<file path="src/rtl/jtag_types_pkg.sv">
// Shared types and field offsets for the JTAG-to-AHB access register.
// Holds the request word layout and the status word bit indices.
package jtag_types_pkg;

    typedef enum logic [1:0] {
        SIZE_BYTE  = 2'd0,
        SIZE_HALF  = 2'd1,
        SIZE_WORD  = 2'd2,
        SIZE_DWORD = 2'd3
    } ahb_size_t;

    // Request word layout, LSB first
    localparam int RW_BIT   = 0;
    localparam int SIZE_LSB = 1;
    localparam int SIZE_W   = 2;
    localparam int AI_BIT   = 3;
    localparam int ADDR_LSB = 4;

    // Status word bit indices loaded on capture
    localparam int ST_RESP_VALID = 0;
    localparam int ST_OVERFLOW   = 1;
    localparam int ST_WFULL      = 2;
    localparam int ST_ERR        = 3;

    function automatic int size_bits(input ahb_size_t size);
        return 8 << size;
    endfunction

endpackage

</file>
<file path="src/rtl/jtag_size_check.sv">
// Combinational check that an AHB transfer size fits the configured data
// width, plus the byte step used for auto-incremented addresses.
module jtag_size_check
    import jtag_types_pkg::*;
#(
    parameter int ADDR_W = 32,
    parameter int DATA_W = 32
) (
    input  ahb_size_t         i_size,
    output logic              o_legal,
    output logic [ADDR_W-1:0] o_step
);

    always_comb begin
        // NOTE: every output gets a default first so no path can infer a latch.
        o_legal = 1'b0;
        o_step  = '0;
        o_legal = (size_bits(i_size) <= DATA_W);
        o_step  = ADDR_W'(1) << i_size;
    end

endmodule

</file>
<file path="src/rtl/ahb_jtag_access_reg.sv">
// JTAG data register carrying AHB requests into the request FIFO and
// returning responses on capture. Macro AHB_JTAG_AUTOINC_EN enables ai.
module ahb_jtag_access_reg
    import jtag_types_pkg::*;
#(
    parameter int ADDR_W = 32,
    parameter int DATA_W = 32,
    parameter int SR_W   = DATA_W + ADDR_W + 4
) (
    input  logic              TCK,
    input  logic              nTRST,
    input  logic              TDI,
    output logic              TDO,
    input  logic              tlr_reset,
    input  logic              dr_shift,
    input  logic              dr_capture,
    input  logic              dr_update,
    input  logic              ahb_select,
    input  logic              wfull,
    output logic [SR_W-1:0]   parallel_out,
    output logic              winc,
    input  logic [DATA_W-1:0] rdata,
    input  logic              rempty,
    output logic              rinc
);

    localparam int DATA_LSB = ADDR_LSB + ADDR_W;

    logic [SR_W-1:0]   r_sr;
    logic [SR_W-1:0]   r_parallel_out;
    logic [ADDR_W-1:0] r_last_addr;
    logic              r_winc;
    logic              r_rinc;
    logic              r_overflow;
    logic              r_err;

    logic              w_upd;
    logic              w_cap;
    logic              w_shf;
    logic              w_legal;
    logic [ADDR_W-1:0] w_step;
    logic [ADDR_W-1:0] w_eff_addr;
    logic [SR_W-1:0]   w_update_word;
    logic [SR_W-1:0]   w_status_word;

    // Update wins over capture, capture over shift
    assign w_upd = ahb_select & dr_update;
    assign w_cap = ahb_select & dr_capture & ~dr_update;
    assign w_shf = ahb_select & dr_shift & ~dr_capture & ~dr_update;

    jtag_size_check #(
        .ADDR_W (ADDR_W),
        .DATA_W (DATA_W)
    ) u_size_check (
        .i_size  (ahb_size_t'(r_sr[SIZE_LSB +: SIZE_W])),
        .o_legal (w_legal),
        .o_step  (w_step)
    );

`ifdef AHB_JTAG_AUTOINC_EN
    always_comb begin
        w_eff_addr = r_sr[ADDR_LSB +: ADDR_W];
        if (r_sr[AI_BIT]) begin
            w_eff_addr = r_last_addr + w_step;
        end
    end
`else
    logic w_unused;
    assign w_unused   = ^{w_step, r_sr[AI_BIT]};
    assign w_eff_addr = r_sr[ADDR_LSB +: ADDR_W];
`endif

    always_comb begin
        w_update_word                      = r_sr;
        w_update_word[ADDR_LSB +: ADDR_W]  = w_eff_addr;
    end

    always_comb begin
        w_status_word                      = '0;
        w_status_word[ST_RESP_VALID]       = ~rempty;
        w_status_word[ST_OVERFLOW]         = r_overflow;
        w_status_word[ST_WFULL]            = wfull;
        w_status_word[ST_ERR]              = r_err;
        w_status_word[ADDR_LSB +: ADDR_W]  = r_last_addr;
        if (!rempty) begin
            w_status_word[DATA_LSB +: DATA_W] = rdata;
        end
    end

    always_ff @(posedge TCK or negedge nTRST) begin
        if (!nTRST) begin
            // NOTE: sequential state uses non-blocking assignments only, so every
            // register samples the pre-edge values of its neighbours.
            r_sr           <= '0;
            r_parallel_out <= '0;
            r_last_addr    <= '0;
            r_winc         <= 1'b0;
            r_rinc         <= 1'b0;
            r_overflow     <= 1'b0;
            r_err          <= 1'b0;
        end else if (tlr_reset) begin
            r_sr           <= '0;
            r_parallel_out <= '0;
            r_last_addr    <= '0;
            r_winc         <= 1'b0;
            r_rinc         <= 1'b0;
            r_overflow     <= 1'b0;
            r_err          <= 1'b0;
        end else begin
            r_winc <= 1'b0;
            r_rinc <= 1'b0;
            if (w_upd) begin
                r_parallel_out <= w_update_word;
                if (!w_legal) begin
                    r_err <= 1'b1;
                end else if (wfull) begin
                    r_overflow <= 1'b1;
                end else begin
                    r_winc      <= 1'b1;
                    r_last_addr <= w_eff_addr;
                end
            end else if (w_cap) begin
                // Status bits are read-to-clear
                r_sr       <= w_status_word;
                r_rinc     <= ~rempty;
                r_overflow <= 1'b0;
                r_err      <= 1'b0;
            end else if (w_shf) begin
                r_sr <= {TDI, r_sr[SR_W-1:1]};
            end
        end
    end

    assign TDO          = r_sr[0];
    assign parallel_out = r_parallel_out;
    assign winc         = r_winc;
    assign rinc         = r_rinc;

endmodule

</file>
<file path="config.mk">
export PLATFORM = sky130hd
export DESIGN_NAME = ahb_jtag_access_reg
export DESIGN_NICKNAME = d
export VERILOG_FILES = /design/src/rtl/jtag_types_pkg.sv /design/src/rtl/jtag_size_check.sv /design/src/rtl/ahb_jtag_access_reg.sv
export SDC_FILE = /design/constraint.sdc
export NUM_CORES = 1
export LEC_CHECK = 0
export ABC_AREA = 0
export ABC_CLOCK_PERIOD_IN_PS = 4300
export CAP_MARGIN = 20
export CORE_AREA = 3 3 118 120
export DETAILED_ROUTE_END_ITERATION = 12
export DIE_AREA = 0 0 121 123
export PLACE_DENSITY = 0.82
export REMOVE_ABC_BUFFERS = 1
export SYNTH_ARGS = -nofsm -noshare
export SYNTH_HDL_FRONTEND = slang
export SYNTH_HIERARCHICAL = 1
export SYNTH_SLANG_ARGS = --single-unit
</file>
<file path="constraint.sdc">
create_clock -name TCK -period 4.3 [get_ports TCK]
set_input_delay 0.645 -clock TCK [delete_from_list [all_inputs] [get_ports TCK]]
set_output_delay 0.645 -clock TCK [all_outputs]
set_load 0.005 [all_outputs]
</file>
## After elaboration in Yosys (flattened, before gate mapping)

Index checks and enable logic that the tools add are counted.
Widths: inputs -> output; s select.

| operators by class | value |
|---|---|
| bitwise logic cells | 9 |
| shift-type cells | 1 |
| muxes and demuxes | 26 |
| eq/ne operators | 5 |
| reduce and logical (&&, ||, !) cells | 8 |
| order comparisons | 1 |

Operators with widths:

| cell | number |
|---|---|
| $mux 68 | 6 |
| $mux 32 | 5 |
| $le 32x7->1 const B | 1 |
| $shl 4x2->32 const A | 1 |
| $mux 1 | 15 |
| $and 1x1->1 | 6 |
| $ne 3x3->1 const B | 2 |
| $reduce_and 3->1 | 2 |
| $reduce_bool 3->1 | 2 |
| $ne 2x2->1 const B | 2 |
| $reduce_and 2->1 | 2 |
| $reduce_bool 2->1 | 2 |
| $ne 3x2->1 const B | 1 |
| $not 1->1 | 3 |

| storage, ports and cells | value |
|---|---|
| flip-flop bits (word level) | 172 |
| logic and storage cells | 57 |

## Longest topological paths before layout

Gate-level depths: netlist of the first run.

| logic depth | value |
|---|---|
| depth in word-level cells | 7 |
| gate-level depth with buffers | 7 |
| depth with buffers taken out | 4 |

## Hierarchy

The synthesis of the first run kept the hierarchy.

By module, submodules not included:

| module | instances | seq. area each (um2) | area each (um2) | cells each |
|---|---|---|---|---|
| ahb_jtag_access_reg | 1 | 4304.1 | 7414.6 | 634 |
| jtag_size_check | 1 | 0.0 | 241.5 | 34 |

## Worst setup path before layout of the first run

No wires, ideal clock.

| timing | value |
|---|---|
| path type | input port to flip-flop |
| start point | input port ahb_select |
| end point | register r_last_addr[10] |
| path slack | 2500 ps |
| cell stages on the path | 7 |
| buffers on the path | 4 |
| library setup time | 121 ps |
| data arrival time | 1679 ps |
| path through | buf_6 > and3b_1 > buf_2 > and3_4 > buf_6 > buf_6 > a22o_1 |

| between the ends | value |
|---|---|
| word-level cells in the longest chain between the ends | 3 |

RTL lines:

| item | line | source |
|---|---|---|
| from (decl) | ahb_jtag_access_reg.sv:18 | `input logic ahb_select,` |
| $and 1x1->1 | ahb_jtag_access_reg.sv:47 | `assign w_upd = ahb_select & dr_update;` |
| $reduce_bool 2->1 (no line) | n/a |  |
| $reduce_and 3->1 (no line) | n/a |  |
| to (signal assigned) | ahb_jtag_access_reg.sv:120 | `r_last_addr <= w_eff_addr;` |
| to (decl) | ahb_jtag_access_reg.sv:31 | `logic [ADDR_W-1:0] r_last_addr;` |

Every way passes these cells.
A chain may end at the register's enable or synchronous reset.

## Final worst setup path of the first run

| timing | value |
|---|---|
| start point | input port ahb_select |
| end point | register r_sr[17] |

| between the ends | value |
|---|---|
| word-level cells in the longest chain between the ends | 5 |
| elaborated cells between the ends (all ways) | 12 |

RTL lines:

| item | line | source |
|---|---|---|
| $and 1x1->1, on equally long branches (2 in a row) | ahb_jtag_access_reg.sv:49, ahb_jtag_access_reg.sv:48 |  |
| $and 1x1->1 / $mux 68 (equally long branches) | ahb_jtag_access_reg.sv:49, ahb_jtag_access_reg.sv:122 |  |
| $reduce_bool 3->1 (no line) / $mux 68 (equally long branches) | n/a |  |
| $reduce_and 2->1 (no line) / $mux 68 (equally long branches) | n/a |  |
| to (signal assigned) | ahb_jtag_access_reg.sv:124 | `r_sr <= w_status_word;` |
| to (signal assigned) | ahb_jtag_access_reg.sv:129 | `r_sr <= {TDI, r_sr[SR_W-1:1]};` |
| to (decl) | ahb_jtag_access_reg.sv:29 | `logic [SR_W-1:0] r_sr;` |

Parallel ways exist; a longest one is shown, timed or not. The select of a mux whose other input is x is not followed.

==> results.yml, run 1 <==
placement:
  dp.cells: 869
  placed_cell_area_um2: 8570
  io_buffers: 112
  globalplace.congestion: 0.779
  hpwl_mm: 10.3
  dpl_worst_slack_ns: 1.25
final_layout:
  drive_gt1_share_pct: 7.86
  synthToLayoutAreaGrowth_pct: 24.4
  fin_area_um2: 9230
  n_antenna_cell: 0
  final_common_cell: "dfrtp_1"
  nNetsFinal: 754
  layout_common_cells: "dfrtp_1 (172), clkdlybuf4s50_1 (110), a22o_1 (100), nand2b_1 (60), nand3_1 (40)"
  layoutNonFillerInstCount: 901
power_and_ir_drop:
  power.total_w: 0.00387
  p_leak_nw: 4.01
  vdd_drop_max_mv: 0.254
  pwr_density_cell_nw_per_um2: 419
outcome:
  status: "complete, no violations"
clocking:
  post_cts_resized: 0
  clockRootBuffer: "clkbuf_16"
  cts_hold_buf: 0
  htree_levels: 4
  clkLatencyLatePin_ns: 0.43
  cts_num_sinks: 172
  cts_made_buffers: 17
  clk_pin_slew_ns: 0.06
  cts.path.max_buffers: 2
  cts_setup_buffers: 0
  cts_tree: "yes"
detailed_routing:
  wl_per_cell_um: 20.0
  routed_wl_mm: 18.0
  viasPerCell: 6.29
  first_pass_iters: 5
  ant_nets: 0
  route.detailed.drc: 0
  num_vias: 5664
  drt_iter0_drc: 516
global_routing:
  grt_pass1_wl_mm: 29.5
  grt_antenna_before_repair: 0
  overflow: 0
  first_global_vias: 5617
  grt_usage_pct: 24.9
  grt_max_degree: 116
sta:
  fin_ws_ns: 1.63
  min_period_ns: 2.67
  maxSlewViolCount: 0
  relSlewSlack_pct: 33.3
  hold_violations: 0
  rsz0062_at_grt: "no"
  fmax_mhz: 374
  skew_ns: 0.00748
  finalSetupViolCount: 0
  min_period_over_period_pct: 62.1
  tightest_slew_ns: 1.00
  finalSetupTns_ns: 0
setup_path:
  start_kind: "input port"
  crit_type: "input port to flop"
  crit_chain: "clkdlybuf4s50_1 > nor2b_2 > a21o_2 > buf_4 > a31oi_1"
  critPathTopFamily: "buffers and inverters"
  slowest_delay_ns: 0.79
  endpoint_kind: "flop"
  slowest_stage: "a21o_2"
  critPathMaxFanout: 40
  required_ns: 4.59
  crit_buf_inv: 2
  worstPathArrival_ns: 2.96
floorplan:
  die_x_um: 121
  start_util_pct: 56.7
  coreArea_um2: 13100
  io_pins: 113
  die_area_um2: 14900
  fp.dieH_um: 123
  row_count: 42
yosys:
  avgSynthCellArea_um2: 11.7
  ys_warn_count: 6
  postSynthCellCount: 635
  syn-cell-area_um2: 7420
hold_path:
  hp-class: "input port to asynchronous set/reset pin"
flow_run:
  maxCapViolations: 0
-- report_power, final --
| group | internal (W) | switching (W) | total (W) |
|---|---|---|---|
| Sequential | 0.00171 | 0.0000853 | 0.00179 |
| Combinational | 0.000177 | 0.000197 | 0.000374 |
| Clock | 0.00107 | 0.000626 | 0.00170 |
-- worst paths after layout --
check                      slack (ns)  cells after the start                          from                      endpoint
hold reg to reg                  0.50                      1  parallel_out[34]$_DFFE_PN0P_  parallel_out[34]$_DFFE_PN0P_
min in group TCK                 0.50                      1  parallel_out[34]$_DFFE_PN0P_  parallel_out[34]$_DFFE_PN0P_
hold / removal                   0.37                      1                         nTRST   parallel_out[6]$_DFFE_PN0P_
max in group asynchronous        2.90                      2                         nTRST   r_last_addr[24]$_DFFE_PN0P_
setup / recovery                 1.63                      5                    ahb_select          r_sr[17]$_DFFE_PN0P_
setup reg to reg                 2.83                      4           r_sr[1]$_DFFE_PN0P_   r_last_addr[14]$_DFFE_PN0P_
-- final cells by class --
class	count	area, um2
clock buffers	21	470
clock inverters	11	189
fillers	923	3850
inverters	5	18.8
multi-input cells	390	2790
flip-flops and latches	172	4300
well taps	176	220
repair buffers	126	1240
-- flip-flops by register name (all words and copies together) (netlist names) --
name          flops
parallel_out     68
r_err             1
r_last_addr      32
r_overflow        1
r_sr             68
rinc              1
winc              1
-- layer usage --
| layer | wire, um | global-route usage (%) | vias up |
|---|---|---|---|
| li1 | - | - | 2526 |
| met1 | 8000 | 36.1 | 2865 |
| met2 | 8480 | 37.3 | 249 |
| met3 | 1300 | 5.86 | 24 |
| met4 | 263 | 8.64 | 0 |
| met5 | 0 | 0 | - |
-- stage by stage --
| stage | util (%) | hold slack (ns) |
|---|---|---|
| 6_report | 70.5 | 0.369 |
| 2_1_floorplan | - | 0.349 |
| 4_1_cts | 70.5 | 0.406 |
| 3_3_place_gp | 65.3 | 0.481 |
| 5_1_grt | 70.5 | 0.440 |
| 3_5_place_dp | 65.5 | 0.481 |
-- worst reg2reg max path, stage by stage, from the launching register on --
cell and delay (ns):
dfrtp_1 0.41, nand2_1 0.14, a41oi_2 0.22, buf_4 0.38, a22o_1 0.24
Power figures use the tool's default switching activity.
==> inputs of run 2 (changes only) <==
--- a/config.mk
+++ b/config.mk
@@ -6,12 +6,12 @@
 export NUM_CORES = 1
 export LEC_CHECK = 0
 export ABC_AREA = 0
-export ABC_CLOCK_PERIOD_IN_PS = 4300
+export ABC_CLOCK_PERIOD_IN_PS = 2300
 export CAP_MARGIN = 20
-export CORE_AREA = 3 3 118 120
+export CORE_AREA = 3 3 129 131
 export DETAILED_ROUTE_END_ITERATION = 12
-export DIE_AREA = 0 0 121 123
-export PLACE_DENSITY = 0.82
+export DIE_AREA = 0 0 132 134
+export PLACE_DENSITY = 0.73
 export REMOVE_ABC_BUFFERS = 1
 export SYNTH_ARGS = -nofsm -noshare
 export SYNTH_HDL_FRONTEND = slang
==> constraint.sdc (replaced) <==
create_clock -name TCK -period 2.3 [get_ports TCK]
set_input_delay 0.345 -clock TCK [delete_from_list [all_inputs] [get_ports TCK]]
set_output_delay 0.345 -clock TCK [all_outputs]
set_load 0.005 [all_outputs]
==> run 2 against run 1 <==
Compared with the run above:
- first-iteration DRC count down 0.78%
- sequential power rose by 87%
- core utilization decreased by 11 points
- critical path type is now flop to output port
- total power increased by 81%
==> results.yml, run 2 (synthesis results as in run 1) <==
sta:
  hold_violations: 0
  fin_ws_ns: 0.605
  maxSlewViolCount: 0
  relSlewSlack_pct: 64.3
  fmax_mhz: 590
  tightest_slew_ns: 0.535
  finalSetupViolCount: 0
  min_period_over_period_pct: 73.7
  rsz0062_at_grt: "no"
  skew_ns: 0.00761
  min_period_ns: 1.70
clocking:
  clk_pin_slew_ns: 0.06
  cts_setup_buffers: 0
  clockRootBuffer: "clkbuf_16"
  cts_num_sinks: 172
  cts_made_buffers: 17
  post_cts_resized: 0
  cts_tree: "yes"
  clkLatencyLatePin_ns: 0.42
  cts.path.max_buffers: 2
  cts_hold_buf: 1
  htree_levels: 4
global_routing:
  grt_pass1_wl_mm: 30.9
  grt_antenna_before_repair: 0
  grt_max_degree: 69
  first_global_vias: 5800
  overflow: 0
  grt_usage_pct: 21.3
setup_path:
  reg2reg_from: "r_sr[2]$_DFFE_PN0P_"
  r2r_slack_ns: 0.88
  worstPathArrival_ns: 1.35
  endpoint_kind: "output port"
  critPathTopFamily: "buffers and inverters"
  path_depth: 1
  required_ns: 1.96
  start_kind: "flop"
  slowest_delay_ns: 0.53
  critPathLaunch: "parallel_out[40]$_DFFE_PN0P_"
  crit_chain: "clkdlybuf4s50_1"
  crit_type: "flop to output port"
  slowest_stage: "clkdlybuf4s50_1"
  reg2reg_depth: 4
  crit_buf_inv: 1
  crit_end: "parallel_out[40]"
  critPathMaxFanout: 2
  r2r_end: "r_last_addr[28]$_DFFE_PN0P_"
detailed_routing:
  routed_wl_mm: 18.6
  drt_iter0_drc: 512
  ant_nets: 0
  route.detailed.drc: 0
  wl_per_cell_um: 19.5
  viasPerCell: 5.97
  num_vias: 5685
  first_pass_iters: 5
floorplan:
  fp.dieH_um: 134
  coreArea_um2: 15700
  start_util_pct: 47.2
  die_x_um: 132
  io_pins: 113
  die_area_um2: 17700
  row_count: 46
placement:
  globalplace.congestion: 0.830
  hpwl_mm: 11.4
  dp.cells: 920
  io_buffers: 112
  dpl_worst_slack_ns: 0.206
  placed_cell_area_um2: 8760
power_and_ir_drop:
  pwr_density_cell_nw_per_um2: 748
  vdd_drop_max_mv: 0.535
  p_leak_nw: 4.05
final_layout:
  final_common_cell: "dfrtp_1"
  fin_area_um2: 9360
  n_antenna_cell: 0
  layout_common_cells: "dfrtp_1 (172), clkdlybuf4s50_1 (110), a22o_1 (100), nand2b_1 (60), nand3_1 (40)"
  layoutNonFillerInstCount: 953
  drive_gt1_share_pct: 8.82
  nNetsFinal: 766
  synthToLayoutAreaGrowth_pct: 26.2
flow_run:
  maxCapViolations: 0
hold_path:
  hp-class: "input port to asynchronous set/reset pin"
outcome:
  status: "complete, no violations"
==> run 2: changes by cell type in the layout (fill, tap and decap cells not counted) <==
cell           previous run  this run
buf_12                    0         6
buf_4                    13        19
clkbuf_1                  1         4
bufinv_16                 5         3
clkbuf_8                  3         1
buf_16                    1         0
clkinv_2                  3         2
clkinvlp_4                2         3
dlygate4sd3_1             0         1
inv_6                     0         1
==> run 2: area by class of cell <==
type	instances	area, um2
repair buffers	138	1390
clock inverters	10	140
multi-input cells	390	2790
clock buffers	22	454
inverters	5	18.8
well taps	216	270
fillers	1272	6350
flip-flops and latches	172	4300
==> run 2: worst min-delay path by stage <==
stage	startpoint	to
3_5_place_dp	nTRST	parallel_out[8]$_DFFE_PN0P_
2_1_floorplan	nTRST	parallel_out[0]$_DFFE_PN0P_
5_1_grt	nTRST	parallel_out[8]$_DFFE_PN0P_
4_1_cts	nTRST	parallel_out[10]$_DFFE_PN0P_
6_report	nTRST	parallel_out[10]$_DFFE_PN0P_
3_3_place_gp	nTRST	parallel_out[8]$_DFFE_PN0P_
==> run 2: per-stage QoR <==
step                      hold slack, ns  TNS, ns  utilization, %  power [W]
after floorplan                   0.0494  -143.66               -    0.00369
after global placement             0.318        0            55.7    0.00410
after detailed placement           0.328        0            55.7    0.00413
after CTS                          0.439        0            59.6    0.00704
after global routing               0.472        0            59.6    0.00725
final                              0.438        0            59.6    0.00700
==> run 2: where the power goes <==
part | switching (W) | total, W | internal, W
registers | 0.000160 | 0.00335 | 0.00319
logic | 0.000377 | 0.000729 | 0.000352
clock network | 0.00118 | 0.00292 | 0.00174
total | 0.00172 | 0.00700 | 0.00528
==> run 2: metal layers <==
layer / part of all wire [%] / vias up / track usage, % / routed length [um]
met5: 0 / - / 0 / 0
met4: 1.0 / 0 / 6.30 / 189
met3: 6.9 / 18 / 5.29 / 1280
met2: 46 / 236 / 32.1 / 8580
met1: 46 / 2885 / 30.9 / 8550
li1: - / 2546 / - / -
==> inputs of run 3 (changes only) <==
--- a/config.mk
+++ b/config.mk
@@ -6,12 +6,12 @@
 export NUM_CORES = 1
 export LEC_CHECK = 0
 export ABC_AREA = 0
-export ABC_CLOCK_PERIOD_IN_PS = 2300
+export ABC_CLOCK_PERIOD_IN_PS = 1800
 export CAP_MARGIN = 20
-export CORE_AREA = 3 3 129 131
+export CORE_AREA = 3 3 124 126
 export DETAILED_ROUTE_END_ITERATION = 12
-export DIE_AREA = 0 0 132 134
-export PLACE_DENSITY = 0.73
+export DIE_AREA = 0 0 127 129
+export PLACE_DENSITY = 0.75
 export REMOVE_ABC_BUFFERS = 1
 export SYNTH_ARGS = -nofsm -noshare
 export SYNTH_HDL_FRONTEND = slang
==> constraint.sdc (replaced) <==
create_clock -name TCK -period 1.8 [get_ports TCK]
set_input_delay 0.27 -clock TCK [delete_from_list [all_inputs] [get_ports TCK]]
set_output_delay 0.27 -clock TCK [all_outputs]
set_load 0.005 [all_outputs]
==> run 3 against run 2 <==
Compared with the run above:
- sequential power is 28% higher
- total power is 25% higher
- clock skew is 0.0020 ns lower
- sequential share of layout area is 0.60 points lower
- largest cell class unchanged
- largest power group unchanged
==> results.yml, run 3 (synthesis results as in run 1) <==
detailed_routing:
  ant_nets: 0
  drt_iter0_drc: 671
  num_vias: 5795
  first_pass_iters: 5
  route.detailed.drc: 0
  viasPerCell: 6.21
  routed_wl_mm: 19.3
  wl_per_cell_um: 20.7
setup_path:
  critPathTopFamily: "buffers and inverters"
  crit_type: "flop to output port"
  crit_chain: "clkdlybuf4s50_1"
  endpoint_kind: "output port"
  critPathMaxFanout: 2
  worstPathArrival_ns: 1.36
  slowest_delay_ns: 0.52
  crit_buf_inv: 1
  reg2reg_depth: 4
  start_kind: "flop"
  reg2reg_from: "r_sr[1]$_DFFE_PN0P_"
  r2r_slack_ns: 0.35
  r2r_end: "r_last_addr[7]$_DFFE_PN0P_"
  slowest_stage: "clkdlybuf4s50_1"
  required_ns: 1.53
final_layout:
  multiInputGateArea_um2: 2790
  synthToLayoutAreaGrowth_pct: 27.9
  final_common_cell: "dfrtp_1"
  postLayoutCoreUtil_pct: 65.8
  layout_common_cells: "dfrtp_1 (172), clkdlybuf4s50_1 (110), a22o_1 (100), nand2b_1 (60), nand3_1 (40)"
  nNetsFinal: 778
  layoutNonFillerInstCount: 933
  n_antenna_cell: 0
  drive_gt1_share_pct: 10.5
  fillers: 1083
  seq_area_um2: 4300
floorplan:
  die_area_um2: 16400
  fp.dieH_um: 129
  coreArea_um2: 14400
  start_util_pct: 51.4
  die_x_um: 127
  row_count: 44
  io_pins: 113
global_routing:
  first_global_vias: 6009
  grt_pass1_wl_mm: 31.7
  grt_max_degree: 49
  grt_usage_pct: 24.2
  overflow: 0
  grt_antenna_before_repair: 0
placement:
  io_buffers: 112
  globalplace.congestion: 0.861
  dpl_worst_slack_ns: -0.0770
  dp.cells: 900
  hpwl_mm: 11.9
flow_run:
  maxCapViolations: 0
hold_path:
  hold_start: "tlr_reset"
  hp-class: "input port to flop"
  min_to: "r_err$_DFFE_PN0P_"
  hold_path_depth: 2
sta:
  rsz0062_at_grt: "no"
  skew_ns: 0.00557
  relSlewSlack_pct: 63.4
  hold_violations: 0
  fin_ws_ns: 0.171
  maxSlewViolCount: 0
  min_period_over_period_pct: 90.5
  fmax_mhz: 614
  fin_hold_ws_ns: 0.220
  tightest_slew_ns: 0.548
  finalSetupViolCount: 0
  min_period_ns: 1.63
power_and_ir_drop:
  p_leak_nw: 4.13
  pwr_density_cell_nw_per_um2: 923
  vdd_drop_max_mv: 0.698
clocking:
  cts.path.max_buffers: 2
  cts_tree: "yes"
  clockRootBuffer: "clkbuf_16"
  htree_levels: 4
  cts_made_buffers: 17
  post_cts_resized: 0
  cts_num_sinks: 172
  clk_pin_slew_ns: 0.07
  clkLatencyLatePin_ns: 0.43
outcome:
  status: "complete, no violations"
-- run 3: cell types whose count changed in the layout (fill, tap and decap cells not counted), sizes merged --
cell    previous run  this run
clkbuf            22        21
buf               27        39
clkinv             3         7
bufinv             3         1
inv                6         5
-- run 3: through the flow --
stage	total power, W	cell area, um2	setup TNS, ns
after floorplan	0.00471	7090	-215.71
after global placement	0.00528	8920	-2.34
after detailed placement	0.00533	8920	-4.34
after CTS	0.00880	9490	0
after global routing	0.00905	9490	0
final	0.00876	9490	0
-- run 3: power breakdown --
group	switching, W	internal (W)
Combinational	0.000499	0.000492
Clock	0.00152	0.00197
Sequential	0.000205	0.00408
Total	0.00222	0.00654
-- run 3: timing repair --
action,4_1_cts,5_1_grt
hold buffers,1,0
endpoints found under the setup margin,0,0
buffers inserted,0,0
hold endpoints to repair,41,0
-- run 3: routing by layer --
metal,GRT usage (%),part of all wire (%),wire length (um),vias up
met5,0,0,0,-
li1,-,-,-,2577
met3,5.44,7.1,1370,34
met1,32.6,44,8390,2923
met4,8.14,1.5,293,0
met2,39.1,48,9230,261
-- run 3: final cells by class --
type	count	area share (%)
timing repair buffer	150	16.8
clock inverter	11	1.00
clock buffer	21	4.85
multi-input combinational	390	29.4
sequential	172	45.4
inverter	5	0.198
tap	184	2.43
-- run 3: worst max-delay path by stage --
| stage | from | end | slack (ns) | cells past startpoint |
|---|---|---|---|---|
| final | parallel_out[35]$_DFFE_PN0P_ | parallel_out[35] | 0.17 | 1 |
| after global routing | parallel_out[35]$_DFFE_PN0P_ | parallel_out[35] | 0.14 | 1 |
| after CTS | parallel_out[35]$_DFFE_PN0P_ | parallel_out[35] | 0.16 | 1 |
| after detailed placement | ahb_select | r_sr[42]$_DFFE_PN0P_ | -0.08 | 5 |
| after global placement | ahb_select | r_sr[47]$_DFFE_PN0P_ | -0.05 | 5 |
| after floorplan | dr_update | r_sr[40]$_DFFE_PN0P_ | -1.67 | 3 |
==> RTL change (flow settings as in run 3) <==
The option `AHB_JTAG_AUTOINC_EN` is turned on by a define.
--- a/src/rtl/ahb_jtag_access_reg.sv
+++ b/src/rtl/ahb_jtag_access_reg.sv
@@ -1,5 +1,7 @@
 // JTAG data register carrying AHB requests into the request FIFO and
 // returning responses on capture. Macro AHB_JTAG_AUTOINC_EN enables ai.
+`define AHB_JTAG_AUTOINC_EN
+
 module ahb_jtag_access_reg
     import jtag_types_pkg::*;
 #(
Function: same outputs for any inputs over 4 cycles, from zero or initial values and one cycle with nTRST low; that may be too few to reach the edited logic, so the function may still have changed.
==> RTL change against run 3 <==
- the run now ends with setup timing left
- sequential cell count unchanged
- global-route usage grew 9.0 points
- critical path depth rose by 13
- sequential power shrank 8.4%
- routed wire length rose by 48%
- final cell count grew 52%
- sequential share of layout area decreased by 11 points
- critical endpoint is now r_last_addr[24]$_DFFE_PN0P_
- critical path type is now flip-flop to flip-flop
- cell area rose by 34%
- total power up 3.1%
- largest cell class is now multi-input gates
- area after synthesis increased by 24%
- worst setup slack got worse by 2.0 ns
==> RTL change: results (changes against run 3) <==
* DR pass1 iterations at 6 (+1)
* Gpl congestion at 0.9001 (+4.6%)
* Tot GR Track Use at 33.16% (+9.0 points)
* Nets at 1293 (+66%)
* Fin Clk Skew at 0.007253 ns (+0.001687 ns)
* Reg2reg end: r_last_addr[24]$_DFFE_PN0P_
* Worst Path Arrival at 3.89 ns (+2.53 ns)
* Routed WL at 28.60 mm (+48%)
* Gate Count Post-Synth at 1001 (+58%)
* First-pass GRT wire length at 43.55 mm (+37%)
* Placed inst area at 0.01128 sq mm (+26%)
* Critical path type: flip-flop to flip-flop
* Vias in the first global route at 8553 (+42%)
* Pre-CTS setup slack at -1.861 ns (-1.784 ns)
* Critical path peak fanout at 4 (+2)
* Setup-failing EPs final at 60 (+60)
* Measured slew at the worst slew-check pin at 0.5595 ns (+0.01116 ns)
* Vias per inst at 6.229 (+0.28%)
* Largest net degree at the start of global routing at 38 (-22%)
* Failing checks: setup timing
* HPWL Detailed at 16.73 mm (+41%)
* Drt wl/cell at 20.20 microns (-2.2%)
* Share of layout cells above drive strength 1 at 21.19% (+11 points)
* Worst R2R Path Depth at 14 (+10)
* Placed insts at 1359 (+51%)
* VDD IR max at 0.0006513 V (-6.7%)
* Initial DRC count at 962 (+43%)
* Leak pwr at 0.005822 uW (+41%)
* Worst setup margin at -1.785 ns (-1.955 ns)
* Status: finished, violations left
-- RTL change: logic make-up after synthesis --
logic type | Yosys count | synth area share, %
DFF | 172 | 46.88
other | 1 | 0.04084
xor gates and xnor gates | 28 | 2.671
AOI/OAI and AO/OA | 302 | 19.69
buffers and inverters | 97 | 5.110
and+or+nand+nor | 314 | 15.17
adders and majority gates | 32 | 4.443
muxes | 55 | 5.996
-- RTL change: stage by stage --
stage | utilization, % | hold slack (ns) | TNS (ns)
2_1_floorplan | - | -0.02559 | -185.83
3_3_place_gp | 78.23 | 0.1663 | -66.96
3_5_place_dp | 78.23 | 0.1665 | -72.56
4_1_cts | 86.23 | 0.1909 | -64.24
5_1_grt | 87.98 | 0.2027 | -71.20
6_report | 87.98 | 0.2050 | -65.84
-- RTL change: what timing repair did --
action,CTS,global route
endpoints found under the setup margin,60,60
hold buffers,1,0
gates resized for setup,80,44
setup buffers,19,16
pin swaps,63,55
endpoints found under the hold margin,28,0
-- RTL change: area by class of cell --
type / instances / area (sq um)
Sequential cell: 172 / 4304
Clock buffer: 18 / 439.2
Multi-Input combinational cell: 759 / 5006
Fill cell: 696 / 1734
Inverter: 5 / 18.77
Tap cell: 184 / 230.2
Timing Repair Buffer: 264 / 2462
Clock inverter: 14 / 229.0
-- RTL change: where the power goes --
| part | internal [uW] | total (uW) | switching, uW |
|---|---|---|---|
| combinational | 394 | 935 | 541 |
| clock | 2530 | 4180 | 1640 |
| sequential | 3900 | 3920 | 25.2 |
| total | 6830 | 9040 | 2210 |
-- RTL change: worst min path at each step --
stage / startpoint / to / cells past startpoint
CTS: tlr_reset / r_overflow$_DFFE_PN0P_ / 2
finish: tlr_reset / r_overflow$_DFFE_PN0P_ / 2
global route: tlr_reset / r_overflow$_DFFE_PN0P_ / 2
detailed placement: nTRST / parallel_out[48]$_DFFE_PN0P_ / 1
global placement: nTRST / parallel_out[48]$_DFFE_PN0P_ / 1
floorplan: nTRST / parallel_out[0]$_DFFE_PN0P_ / 0
-- RTL change: worst max-delay path, cell delays in order, from the launching register on --
cell and delay [ns]:
dfrtp_1 0.41, nor2_1 0.07, ha_2 0.19, fa_2 0.35, a21o_1 0.21, a221oi_4 0.28
a21oi_2 0.12, or4_4 0.46, a221oi_4 0.29, a31oi_2 0.16, a31o_1 0.29, buf_6 0.13
xor2_2 0.13, mux2i_1 0.22, o21ai_1 0.13
-- RTL change: layer usage --
| metal | GRT usage [%] | wire length [microns] |
|---|---|---|
| met5 | 0 | 0 |
| met4 | 13.12 | 1101 |
| met3 | 6.227 | 2319 |
| met2 | 54.23 | 13650 |
| met1 | 44.19 | 11530 |
